File: src/rtl/ahb_sram_pkg.sv
// ahb_sram_pkg: shared AHB transfer codes, controller states and byte-lane helper
package ahb_sram_pkg;
  typedef enum logic [1:0] {HT_IDLE = 2'b00, HT_BUSY = 2'b01, HT_NONSEQ = 2'b10, HT_SEQ = 2'b11} htrans_e;
  typedef enum logic [1:0] {HR_OKAY = 2'b00, HR_ERROR = 2'b01} hresp_e;
  localparam logic [2:0] HSIZE_BYTE = 3'd0;
  localparam logic [2:0] HSIZE_HALF = 3'd1;
  localparam logic [2:0] HSIZE_WORD = 3'd2;
  typedef enum logic [2:0] {ST_IDLE, ST_RD_DATA, ST_WR_DATA, ST_WR_HOLD, ST_ERR1, ST_ERR2} ctrl_state_e;
  function automatic logic [3:0] byte_en(input logic [2:0] hsize, input logic [1:0] lo);
    return hsize == HSIZE_BYTE ? 4'b0001 << lo :
           hsize == HSIZE_HALF ? (lo[1] ? 4'b1100 : 4'b0011) :
           hsize == HSIZE_WORD ? 4'b1111 : 4'b0000;
  endfunction
endpackage

File: src/rtl/ahb_sram_ctrl_if.sv
// ahb_sram_ctrl_if: AHB-Lite slave-side bus bundle
interface ahb_sram_ctrl_if;
  logic        hsel;
  logic        hwrite;
  logic        hready;
  logic [2:0]  hsize;
  logic [1:0]  htrans;
  logic [2:0]  hburst;
  logic [31:0] haddr;
  logic [31:0] hwdata;
  logic        hready_resp;
  logic [1:0]  hresp;
  logic [31:0] hrdata;
  modport master (output hsel, hwrite, hready, hsize, htrans, hburst, haddr, hwdata,
                  input hready_resp, hresp, hrdata);
  modport slave (input hsel, hwrite, hready, hsize, htrans, hburst, haddr, hwdata,
                 output hready_resp, hresp, hrdata);
endinterface

File: src/rtl/ahb_sram_lane_gen.sv
// ahb_sram_lane_gen: flags illegal size/alignment and derives SRAM byte enables
module ahb_sram_lane_gen
  import ahb_sram_pkg::*;
(
  input  logic       valid,
  input  logic [2:0] hsize,
  input  logic [1:0] lo,
  output logic       illegal,
  output logic [3:0] be
);
  always_comb begin
    illegal = valid & ((hsize > HSIZE_WORD) | (hsize == HSIZE_HALF & lo[0]) | (hsize == HSIZE_WORD & lo != 2'b00));
    be = byte_en(hsize, lo);
  end
endmodule

File: src/rtl/ahb_sram_ctrl.sv
// ahb_sram_ctrl: AHB-Lite slave sequencing a single-port synchronous SRAM
module ahb_sram_ctrl
  import ahb_sram_pkg::*;
#(
  parameter int AW = 14
) (
  input  logic           hclk,
  input  logic           hresetn,
  ahb_sram_ctrl_if.slave ahb,
  output logic           sram_cs,
  output logic           sram_we,
  output logic [3:0]     sram_be,
  output logic [AW-1:0]  sram_addr,
  output logic [31:0]    sram_wdata,
  input  logic [31:0]    sram_rdata
);
  ctrl_state_e   state_q, state_d;
  logic [AW-1:0] addr_q, addr_d;
  logic [3:0]    be_q, be_d, be;
  logic          valid, illegal, coll, acc, rd_go, wr_go, wr_ph;
  logic          unused_bits;
  assign unused_bits = ^{ahb.hburst, ahb.haddr[31:AW+2]};
  assign valid = ahb.hsel & ahb.hready & ahb.htrans[1];
  ahb_sram_lane_gen u_lane (
    .valid  (valid),
    .hsize  (ahb.hsize),
    .lo     (ahb.haddr[1:0]),
    .illegal(illegal),
    .be     (be)
  );
  always_ff @(posedge hclk or negedge hresetn) begin
    if (!hresetn) begin
      state_q <= ST_IDLE;
      addr_q  <= '0;
      be_q    <= '0;
    end else begin
      state_q <= state_d;
      addr_q  <= addr_d;
      be_q    <= be_d;
    end
  end
  // a read arriving while the SRAM port is busy writing is stalled one cycle
  always_comb begin
    coll    = state_q == ST_WR_DATA & ahb.hsel & ahb.htrans[1] & ~ahb.hwrite;
    acc     = valid & state_q != ST_ERR1 & ~coll;
    rd_go   = acc & ~illegal & ~ahb.hwrite;
    wr_go   = acc & ~illegal & ahb.hwrite;
    state_d = coll               ? ST_WR_HOLD :
              acc & illegal      ? ST_ERR1    :
              wr_go              ? ST_WR_DATA :
              rd_go              ? ST_RD_DATA :
              state_q == ST_ERR1 ? ST_ERR2    : ST_IDLE;
    addr_d  = wr_go ? ahb.haddr[AW+1:2] : addr_q;
    be_d    = wr_go ? be : be_q;
  end
  always_comb begin
    wr_ph           = state_q == ST_WR_DATA;
    ahb.hready_resp = ~(state_q == ST_ERR1 | coll);
    ahb.hresp       = (state_q == ST_ERR1 | state_q == ST_ERR2) ? HR_ERROR : HR_OKAY;
    ahb.hrdata      = state_q == ST_RD_DATA ? sram_rdata : '0;
    sram_cs         = hresetn & (wr_ph | rd_go);
    sram_we         = hresetn & wr_ph;
    sram_be         = wr_ph ? be_q : '0;
    sram_addr       = wr_ph ? addr_q : rd_go ? ahb.haddr[AW+1:2] : '0;
    sram_wdata      = wr_ph ? ahb.hwdata : '0;
  end
endmodule

File: src/flat_wrapper.sv
// flat-port wrapper written by rule: the top's interface ports become plain ports
module ahb_sram_ctrl_flat import ahb_sram_pkg::*;
#(
  parameter int AW = 14
)
  (hclk, hresetn, sram_cs, sram_we, sram_be, sram_addr, sram_wdata, sram_rdata, ahb_hsel, ahb_hwrite, ahb_hready, ahb_hsize, ahb_htrans, ahb_hburst, ahb_haddr, ahb_hwdata, ahb_hready_resp, ahb_hresp, ahb_hrdata);
  ahb_sram_ctrl_if ahb_i ();
  input  logic hclk;
  input  logic hresetn;
  output logic sram_cs;
  output logic sram_we;
  output logic [3:0] sram_be;
  output logic [AW-1:0] sram_addr;
  output logic [31:0] sram_wdata;
  input  logic [31:0] sram_rdata;
  input wire logic [$bits(ahb_i.hsel)-1:0] ahb_hsel;
  input wire logic [$bits(ahb_i.hwrite)-1:0] ahb_hwrite;
  input wire logic [$bits(ahb_i.hready)-1:0] ahb_hready;
  input wire logic [$bits(ahb_i.hsize)-1:0] ahb_hsize;
  input wire logic [$bits(ahb_i.htrans)-1:0] ahb_htrans;
  input wire logic [$bits(ahb_i.hburst)-1:0] ahb_hburst;
  input wire logic [$bits(ahb_i.haddr)-1:0] ahb_haddr;
  input wire logic [$bits(ahb_i.hwdata)-1:0] ahb_hwdata;
  output wire logic [$bits(ahb_i.hready_resp)-1:0] ahb_hready_resp;
  output wire logic [$bits(ahb_i.hresp)-1:0] ahb_hresp;
  output wire logic [$bits(ahb_i.hrdata)-1:0] ahb_hrdata;
  assign ahb_i.hsel = ahb_hsel;
  assign ahb_i.hwrite = ahb_hwrite;
  assign ahb_i.hready = ahb_hready;
  assign ahb_i.hsize = ahb_hsize;
  assign ahb_i.htrans = ahb_htrans;
  assign ahb_i.hburst = ahb_hburst;
  assign ahb_i.haddr = ahb_haddr;
  assign ahb_i.hwdata = ahb_hwdata;
  assign ahb_hready_resp = ahb_i.hready_resp;
  assign ahb_hresp = ahb_i.hresp;
  assign ahb_hrdata = ahb_i.hrdata;
  ahb_sram_ctrl #(.AW(AW)) u_core (.hclk(hclk), .hresetn(hresetn), .ahb(ahb_i), .sram_cs(sram_cs), .sram_we(sram_we), .sram_be(sram_be), .sram_addr(sram_addr), .sram_wdata(sram_wdata), .sram_rdata(sram_rdata));
endmodule
File: config.mk
export PLATFORM = sky130hd
export DESIGN_NAME = ahb_sram_ctrl_flat
export DESIGN_NICKNAME = d
export VERILOG_FILES = /design/src/rtl/ahb_sram_pkg.sv /design/src/rtl/ahb_sram_ctrl_if.sv /design/src/rtl/ahb_sram_lane_gen.sv /design/src/rtl/ahb_sram_ctrl.sv /design/src/flat_wrapper.sv
export SDC_FILE = /design/constraint.sdc
export NUM_CORES = 1
export LEC_CHECK = 0
export CELL_PAD_IN_SITES_DETAIL_PLACEMENT = 1
export CELL_PAD_IN_SITES_GLOBAL_PLACEMENT = 1
export CORE_ASPECT_RATIO = 1.25
export CORE_MARGIN = 2
export CORE_UTILIZATION = 18
export CTS_CLUSTER_DIAMETER = 60
export DETAILED_ROUTE_END_ITERATION = 16
export HOLD_SLACK_MARGIN = 0.08
export MAX_ROUTING_LAYER = met4
export PLACE_DENSITY_LB_ADDON = 0.05
export SKIP_LAST_GASP = 1
export SYNTH_ARGS = -nofsm -noshare
export SYNTH_HDL_FRONTEND = slang
export SYNTH_SLANG_ARGS = --single-unit
File: constraint.sdc
create_clock -name hclk -period 5.93 [get_ports hclk]
set_input_delay 1.186 -clock hclk [delete_from_list [all_inputs] [get_ports hclk]]
set_output_delay 1.186 -clock hclk [all_outputs]
set_load 0.005 [all_outputs]
After elaboration in Yosys (flattened, before gate mapping)
Index checks and enable logic that the tools add are counted.
- $lt $le $gt $ge: 1
- eq/ne operators: 7
- shift-type cells: 1
- muxes and demuxes: 15
- bitwise gates (word level): 25
- reductions and logical operators: 2
- operators with widths (operator ; number):
    two-way mux 32 bit ; 2
    two-way mux 14 bit ; 2
    two-way mux 4 bit ; 5
    AND 1 bit ; 16
    two-way mux 3 bit ; 5
    equality test 3 x 1 -> 1 bit, second input constant ; 2
    equality test 3 x 2 -> 1 bit, second input constant ; 2
    equality test 3 bit, second input constant ; 2
    bitwise OR 1 bit ; 5
    inverter 1 bit ; 4
    left shift 1 x 2 -> 4 bit, first input constant ; 1
    > comparator 3 x 2 -> 1 bit, second input constant ; 1
    logical NOT 3 bit ; 1
    inequality test 3 bit, second input constant ; 1
    nonzero test 2 bit ; 1
    two-way mux 1 bit ; 1
- flip-flop bits (word level): 21
- bits of input ports: 109
- output and inout port bits: 87
- logic and storage cells: 54

Longest topological paths before layout
Gate-level depths: netlist of run 1.
- word-level depth: 12
- depth in mapped cells: 6
- depth with buffers taken out: 4

Cells and area by module
From an unflattened synthesis of run 1, not the netlist that was laid out.
- cells, all modules: 200
- area, all modules: 1624.1 µm²
- by module, submodules not included (module ; times used ; cells each ; area an instance (µm²) ; sequential area each (µm²)):
    ahb_sram_ctrl ; 1 ; 184 ; 1544.0 ; 525.5
    ahb_sram_lane_gen ; 1 ; 16 ; 80.1 ; 0.0

Least setup slack after synthesis of run 1
No wires, ideal clock.
- path type: input port to output port
- start point: input port ahb_hsize[0]
- end point: output port sram_addr[0]
- data arrival time: 2.353 ns
- required time: 4.744 ns
- path slack: 2.391 ns
- stages on the path: 5
- path buffers: 1
- path through: nor3_1 -> o211ai_2 -> nor3b_1 -> buf_2 -> a22o_1
- cells in the longest elaborated chain, start to end: 10
- elaborated cells between the ends (all ways): 13
- those cells by class: order compare: 1; eq/ne: 2; mux: 2; bitwise: 8
- RTL lines (item ; line ; text):
    from (decl) ; flat_wrapper.sv:19 ; input wire logic [$bits(ahb_i.hsize)-1:0] ahb_hsize;
    parallel branches: the longest is 3 deep, another holds > comparator 3 x 2 -> 1 bit ; -- ;
    bitwise OR 1 bit (*) ; ahb_sram_lane_gen.sv:12 ; illegal = valid & ((hsize > HSIZE_WORD) | (hsize == HSIZE_HALF & lo[0]) | (hsize == HSIZE_WORD & lo != 2'b00)) ...
    AND 1 bit (*) ; ahb_sram_lane_gen.sv:12 ;
    inverter 1 bit (*) ; ahb_sram_ctrl.sv:46 ; rd_go = acc & ~illegal & ~ahb.hwrite;
    AND 1 bit (*) (2 in a row) ; ahb_sram_ctrl.sv:46 ;
    two-way mux 14 bit (*) (2 in a row) ; ahb_sram_ctrl.sv:64 ; sram_addr = wr_ph ? addr_q : rd_go ? ahb.haddr[AW+1:2] : '0;
    to (decl) ; flat_wrapper.sv:13 ; output logic [AW-1:0] sram_addr;
Mark *: on every way between the ends.

Final worst setup path of run 1
- start point: input port ahb_hsize[0]
- end point: output port sram_addr[11]
Same word-level chain as after synthesis.

==> flow_summary.yaml, run 1 <==
cts:
  cts.sinks: 21
  cts_setup_buffers: 0
  clkTransAtPathRegs_ns: 0.08
  clock_latency_ns: 0.25
  cts_buffers: 3
  cts_resized: 0
  clockBufferDepth: 2
  cts_root_buffer: "clkbuf_8"
  cts_max_level: 1
  cts_tree: "yes"
  postCtsHoldBufs: 0
placement:
  dp_slack_ns: 1.46
  dpl_cell_area_um2: 3490
  port_buffers: 174
  dp_hpwl_mm: 5.31
  gp_congestion: 0.662
setup_path:
  cp.arrival_ns: 3.24
  ff2ff_path_depth: 4
  endpoint_kind: "output pin"
  critical_path_class: "primary input to output pin"
  crit-reg2reg-launch: "u_core.state_q[2]"
  slowest_delay_ns: 0.52
  path_max_fanout: 14
  crit_path_frequent_cell: "clkdlybuf4s50_1"
  cp.required_ns: 4.74
  worstPathCellList: "clkdlybuf4s50_1 -> nor3_1 -> o211ai_2 -> nor3b_2 -> buf_4 -> a22o_1 -> clkdlybuf4s50_1"
  reg2reg_to: "u_core.addr_q[4]"
  worst_setup_path_start_kind: "primary input"
  r2r_slack_ns: 3.60
  cp_slowest_cell: "clkdlybuf4s50_1"
layout:
  nets: 451
  final_cell_mix: "174 x clkdlybuf4s50_1, 69 x and2_1, 21 x dfrtp_1, 14 x a22o_1"
  final_util_pct: 40.4
  stdcell_area_um2: 3530
  nFillCells: 1033
  area_growth_pct: 117
  antenna-diode-count: 0
  final_common_cell: "clkdlybuf4s50_1"
  drive_gt1_share_pct: 9.09
synthesis:
  synthCells: 171
  ys_types: 29
  synth_simple_gate_area_share_pct: 32.5
  yosys_warnings: 0
  synth-adder-area-share_pct: 0
  syn_nets: 280
  synth_top_family_by_area: "simple AND/OR/NAND/NOR gates"
  synthMuxAreaShare_pct: 14.5
  synth_compound_area_share_pct: 14.7
  avgSynthCellArea_um2: 9.50
  synth_area_um2: 1630
  synthXorXnorAreaFrac_pct: 0
  synth_seq_cells: 21
  synth-seq-area-share_pct: 32.3
route:
  post-route-drc-count: 0
  vias_per_cell: 4.09
  wl_mm: 6.50
  drt-pass1-iter-count: 3
  via_count: 1884
  drtIter0Drc: 35
  ant_nets: 0
  post_drt_wl_per_cell_um: 14.1
sta:
  period_share_pct: 74.7
  worstMarginPinSlew_ns: 1.02
  post-route-min-period_ns: 4.43
  relSlewSlack_pct: 31.9
  fmax_ghz: 0.226
  finalClockSkew_ns: 0.00281
  whs_ns: 0.506
  fin_setup_tns_ns: 0
  setup_viol: 0
  finalHoldViolations: 0
  slew_violations: 0
  rsz0062_at_grt: "false"
  fin_ws_ns: 1.50
power_and_ir_drop:
  power_density_nw_per_um2: 177
  vdd.ir_drop.worst_mv: 0.0731
  power_leakage_nw: 1.44
min_path:
  min_path_cells: 1
  hp-class: "flop to flop"
  hold-path-endpoint: "u_core.be_q[0]"
  min_from: "u_core.be_q[0]"
die:
  ios: 196
  dieArea_um2: 9810
  start_util_pct: 18.6
  die_y_um: 110
  core-area_um2: 8750
  rows: 38
  die_x_um: 89.0
global_routing:
  grt_pass1_wl_mm: 9.40
  grt_max_degree: 38
  grt-ovfl-total: 0
  grt_pass1_vias: 1975
  antenna_found_initial: 0
  grt_use_total_pct: 12.6
outcome:
  status: "finished, final reports clean"
job:
  drv_cap: 0
-- state kept, by name, indices dropped and copies added (netlist names) --
signal,cells
u_core.be_q,4
u_core.addr_q,14
u_core.state_q,3
-- Yosys cell counts --
cell type	instances	area share, %
nand4bb_2	1	1.0
o21a_1	1	0.46
o211ai_1	1	0.46
and2b_1	1	0.46
nor3b_1	2	0.92
a22oi_1	1	0.46
buf_6	1	0.69
inv_1	5	1.2
mux2_2	9	6.2
buf_4	1	0.46
nor2_1	3	0.69
nor3_1	2	0.62
conb_1	1	0.23
a21oi_1	5	1.5
and2_1	69	27
o211ai_2	1	0.77
nand2b_1	1	0.39
dfrtp_1	21	32
or3b_1	1	0.54
and3_1	1	0.39
buf_2	1	0.31
a22o_1	14	7.5
a2bb2oi_4	1	1.6
or2b_1	1	0.46
mux2_4	9	8.3
clkbuf_1	8	1.8
o21ai_0	6	1.8
nand2_1	2	0.46
buf_12	1	1.2
-- metal layers --
metal	share of wire [%]	vias to the layer above	GRT usage, %
met5	0	-	-
met4	0.62	0	2.88
met3	7.1	2	2.23
met2	53	96	22.3
met1	39	878	14.8
li1	-	908	-
-- per-stage QoR --
step | power [mW] | cells
detailed placement | 0.540 | 457
CTS | 0.638 | 461
floorplan | 0.334 | 171
global placement | 0.536 | 457
global route | 0.676 | 461
finish | 0.624 | 461
-- worst max-delay path by stage --
stage	from	end	slack, ns	cells past startpoint
after floorplan	ahb_hsize[0]	sram_addr[0]	2.39	5
after global placement	ahb_hsize[0]	sram_addr[11]	1.46	7
after detailed placement	ahb_hsize[0]	sram_addr[0]	1.46	7
after CTS	ahb_hsize[0]	sram_addr[0]	1.46	7
after global routing	ahb_hsize[0]	sram_addr[11]	1.33	7
final	ahb_hsize[0]	sram_addr[11]	1.50	7
-- where the power goes --
| group | total [mW] | internal (mW) | switching [mW] |
|---|---|---|---|
| Combinational | 0.326 | 0.221 | 0.105 |
| Clock | 0.0920 | 0.0477 | 0.0443 |
| Sequential | 0.207 | 0.182 | 0.0244 |
| Total | 0.624 | 0.450 | 0.174 |
-- critical path, delay by kind of cell --
| family | cells | cell delay [ns] |
|---|---|---|
| AO/OA/AOI/OAI | 2 | 0.33 |
| buffers and inverters | 3 | 1.23 |
| AND/OR/NAND/NOR | 2 | 0.50 |
-- layout make-up --
cell class	count	area, um2	share of cell area (%)
repair buffers	178	1770	50.2
multi-input cells	133	1020	28.9
well taps	120	150	4.25
clock buffers	4	45.0	1.28
inverters	5	18.8	0.532
flip-flops and latches	21	526	14.9
-- cells by family after synthesis --
kind of cell | Yosys count
AND/OR/NAND/NOR | 84
buffers and inverters | 17
multiplexers | 18
flip-flops | 21
AO/OA/AOI/OAI | 30
other | 1
No activity file was read; power rests on OpenSTA's default activity.
==> run 2: changes to the inputs <==
CORE_UTILIZATION = 15   (was 18)
clock period = 3.78 ns   (was 5.93 ns; I/O delays follow)
==> flow_summary.yaml, run 2 (synthesized netlist as in run 1, its figures left out) <==
outcome:
  status: "finished, final reports clean"
sta:
  fin_ws_ns: 0.178
  post-route-min-period_ns: 3.60
  rsz0062_at_grt: "false"
  whs_ns: 0.501
  fmax_ghz: 0.278
  finalHoldViolations: 0
  slew_violations: 0
  finalClockSkew_ns: 0.00179
  setup_viol: 0
  relSlewSlack_pct: 31.5
  fin_setup_tns_ns: 0
  worstMarginPinSlew_ns: 1.03
  period_share_pct: 95.3
route:
  post_drt_wl_per_cell_um: 14.5
  drtIter0Drc: 18
  post-route-drc-count: 0
  ant_nets: 0
  wl_mm: 6.88
  drt-pass1-iter-count: 4
  via_count: 1898
  vias_per_cell: 4.00
die:
  core-area_um2: 10600
  dieArea_um2: 11700
  die_x_um: 97.1
  die_y_um: 120
  rows: 42
  start_util_pct: 15.4
  ios: 196
placement:
  placed_cells: 471
  port_buffers: 174
  dp_slack_ns: 0.157
  gp_congestion: 0.720
  dp_hpwl_mm: 5.72
  dpl_cell_area_um2: 3530
layout:
  area_growth_pct: 122
  final_util_pct: 34.2
  nFillCells: 1205
  layout.cells.non_filler: 475
  top_regs: "u_core.addr_q x14, u_core.be_q x4, u_core.state_q x3"
  drive_gt1_share_pct: 9.62
  final_cell_mix: "174 x clkdlybuf4s50_1, 69 x and2_1, 21 x dfrtp_1, 14 x a22o_1"
  stdcell_area_um2: 3610
  nets: 453
  final_common_cell: "clkdlybuf4s50_1"
  largest_register: "u_core.addr_q"
  largest_register_ffs: 14
  antenna-diode-count: 0
power_and_ir_drop:
  combPwrFrac_pct: 48.1
  power_leakage_nw: 1.47
  pwr-share-seq_pct: 30.5
  vdd.ir_drop.worst_mv: 0.137
  sw_frac_of_total_pct: 26.9
  p_int_uw: 777
  p_switching_uw: 286
  power_density_nw_per_um2: 294
  p_clk_share_pct: 21.4
  power_mw: 1.06
setup_path:
  worst_setup_path_start_kind: "primary input"
  path_max_fanout: 14
  critical_path_class: "primary input to output pin"
  cp.arrival_ns: 2.85
  endpoint_kind: "output pin"
  cp.required_ns: 3.02
cts:
  clock_latency_ns: 0.25
  cts.sinks: 21
  cts_buffers: 3
  cts_max_level: 1
  cts_resized: 0
  cts_root_buffer: "clkbuf_16"
  clkTransAtPathRegs_ns: 0.06
  clockBufferDepth: 2
  cts_setup_buffers: 0
  cts_tree: "yes"
  postCtsHoldBufs: 0
global_routing:
  grt_pass1_vias: 2041
  grt_use_total_pct: 11.3
  grt_pass1_wl_mm: 10.3
  grt_max_degree: 40
  grt-ovfl-total: 0
  antenna_found_initial: 0
min_path:
  hp-class: "flop to flop"
job:
  drv_cap: 0
-- run 2: final cells by class --
| class | instances | area, um2 | share of cell area [%] |
|---|---|---|---|
| Clock buffer | 4 | 78.8 | 2.18 |
| Inverter | 5 | 18.8 | 0.520 |
| Multi-Input combinational cell | 133 | 1020 | 28.4 |
| Sequential cell | 21 | 526 | 14.5 |
| Tap cell | 132 | 165 | 4.57 |
| Timing Repair Buffer | 180 | 1800 | 49.8 |
-- run 2: critical path: stages --
cell and delay, ns:
clkdlybuf4s50_1 0.50, nor3_1 0.33, o211ai_2 0.17, nor3b_2 0.26, buf_12 0.18, a22o_1 0.15
clkdlybuf4s50_1 0.50
-- run 2: worst paths after layout --
path                                    from                 to  slack, ns  cells after the start
max                             ahb_hsize[0]       sram_addr[5]       0.18                      7
min                           u_core.be_q[2]     u_core.be_q[2]       0.50                      1
max reg2reg                u_core.state_q[2]   u_core.addr_q[3]       1.45                      4
min reg2reg                   u_core.be_q[2]     u_core.be_q[2]       0.50                      1
max in group asynchronous            hresetn  u_core.addr_q[11]       2.75                      2
min in group asynchronous            hresetn     u_core.be_q[0]       0.84                      2
-- run 2: power groups by stage --
stage | clock [mW] | combinational, mW | sequential (mW)
6_report | 0.227 | 0.512 | 0.325
5_1_grt | 0.249 | 0.561 | 0.333
3_3_place_gp | 0 | 0.521 | 0.326
2_1_floorplan | 0 | 0.209 | 0.315
3_5_place_dp | 0 | 0.518 | 0.330
4_1_cts | 0.237 | 0.525 | 0.325
-- run 2: per-layer routing --
metal	share of wire, %	GRT usage, %
met2	53	20.6
met5	0	-
met3	6.8	2.43
met1	39	12.5
met4	1.4	2.99
==> run 3: changes to the inputs <==
CORE_ASPECT_RATIO = not set   (was 1.25)
==> flow_summary.yaml, run 3 (synthesized netlist as in run 1, its figures left out) <==
setup_path:
  critical_path_class: "primary input to output pin"
  crit_path_frequent_cell: "clkdlybuf4s50_1"
  cp.required_ns: 3.02
  worst_setup_path_start_kind: "primary input"
  crit_buf_inv: 3
  cp.arrival_ns: 2.79
  cp_slowest_cell: "clkdlybuf4s50_1"
  slowest_delay_ns: 0.51
  path_max_fanout: 14
  worstPathCellList: "clkdlybuf4s50_1 -> nor3_1 -> o211ai_2 -> nor3b_2 -> buf_12 -> a22o_1 -> clkdlybuf4s50_1"
  endpoint_kind: "output pin"
  crit_family: "buffers and inverters"
layout:
  top_regs: "u_core.addr_q x14, u_core.be_q x4, u_core.state_q x3"
  stdcell_area_um2: 3610
  final_common_cell: "clkdlybuf4s50_1"
  nets: 456
  largest_register: "u_core.addr_q"
  final_cell_mix: "174 x clkdlybuf4s50_1, 69 x and2_1, 21 x dfrtp_1, 14 x a22o_1"
  area_growth_pct: 122
  layout.cells.non_filler: 486
  drive_gt1_share_pct: 10.7
  antenna-diode-count: 0
  largest_register_ffs: 14
  nFillCells: 1261
die:
  die_y_um: 108
  start_util_pct: 15.2
  rows: 38
  die_x_um: 108
  core-area_um2: 10700
  ios: 196
  dieArea_um2: 11700
outcome:
  status: "finished, final reports clean"
cts:
  clockBufferDepth: 2
  clock_latency_ns: 0.26
  cts_resized: 0
  cts_buffers: 3
  cts_setup_buffers: 0
  cts_tree: "yes"
  cts_max_level: 1
  postCtsHoldBufs: 0
  cts_root_buffer: "clkbuf_8"
  clkTransAtPathRegs_ns: 0.08
  cts.sinks: 21
sta:
  slew_violations: 0
  post-route-min-period_ns: 3.55
  rsz0062_at_grt: "false"
  finalHoldViolations: 0
  finalClockSkew_ns: 0.00329
  fin_setup_tns_ns: 0
  period_share_pct: 93.9
  fmax_ghz: 0.282
  setup_viol: 0
route:
  ant_nets: 0
  vias_per_cell: 3.94
  wl_mm: 6.56
  met2_length_mm: 3.03
  post_drt_wl_per_cell_um: 13.5
  top_layer_used: "met4"
  drtIter0Drc: 68
  post-route-drc-count: 0
  wl_met1_mm: 2.91
  wl_met3_um: 580
  via_count: 1915
  drt-pass1-iter-count: 4
power_and_ir_drop:
  power_uw: 991
  p_switching_uw: 283
  combPwrFrac_pct: 52.0
  vdd.ir_drop.worst_mv: 0.166
  power_density_nw_per_um2: 275
  power_leakage_nw: 1.47
  sw_frac_of_total_pct: 28.5
  p_int_uw: 708
  pwr-share-seq_pct: 32.6
  p_clk_share_pct: 15.4
global_routing:
  grt_pass1_vias: 1991
  antenna_found_initial: 0
  grt-ovfl-total: 0
  grt_max_degree: 41
  grt_pass1_wl_mm: 9.98
  grt_use_total_pct: 11.0
placement:
  dpl_cell_area_um2: 3560
  placed_cells: 482
  gp_congestion: 0.669
  port_buffers: 174
  dp_hpwl_mm: 5.25
min_path:
  hp-class: "flop to flop"
job:
  drv_cap: 0
## run 3: changes by cell type in the layout (fill, tap and decap cells not counted), sizes merged
cell | before | now
buf | 6 | 9
clkbuf | 4 | 3
clkinv | 0 | 1
## run 3: routing by layer
metal,vias to the layer above,GRT usage [%]
met2,114,18.0
met4,0,1.37
li1,921,-
met3,2,2.47
met5,-,-
met1,878,14.2
## run 3: area by class of cell
cell class	count	area, um2	share of cell area, %
Clock inverter	1	5.00	0.139
Tap cell	140	175	4.86
Sequential cell	21	526	14.6
Timing Repair Buffer	183	1820	50.5
Inverter	5	18.8	0.520
Clock buffer	3	41.3	1.14
Multi-Input combinational cell	133	1020	28.3
## run 3: worst reg2reg max path, stage by stage (launching register included)
cell,delay [ns]
dfrtp_1,0.43
or2b_1,0.26
a2bb2oi_4,0.21
or3b_1,0.36
buf_4,0.24
mux2_4,0.34
## run 3: power groups by stage
stage                     clock network, mW  logic (mW)  registers, mW
final                                 0.153       0.515          0.323
after global routing                  0.171       0.563          0.333
after CTS                             0.166       0.527          0.323
after detailed placement                  0       0.521          0.327
after global placement                    0       0.525          0.324
after floorplan                           0       0.209          0.315
## run 3: path summary, 6_finish.rpt
| kind | startpoint | endpoint | slack (ns) | cells after the start |
|---|---|---|---|---|
| worst min register to register | u_core.be_q[2] | u_core.be_q[2] | 0.51 | 1 |
| worst min-delay path | u_core.be_q[2] | u_core.be_q[2] | 0.51 | 1 |
| min in group asynchronous | hresetn | u_core.state_q[1] | 0.78 | 2 |
| worst max-delay path | ahb_haddr[0] | sram_addr[10] | 0.23 | 7 |
| max in group asynchronous | hresetn | u_core.addr_q[1] | 2.59 | 3 |
| worst max register to register | u_core.state_q[1] | u_core.addr_q[7] | 1.84 | 5 |
## run 3: stage by stage
step / setup slack, ns / utilization, % / hold slack (ns)
after detailed placement: 0.182 / 33.3 / 0.495
after global routing: 0.00522 / 33.7 / 0.528
after CTS: 0.180 / 33.7 / 0.515
final: 0.230 / 33.7 / 0.507
after global placement: 0.184 / 33.3 / 0.487
after floorplan: 1.10 / - / 0.460
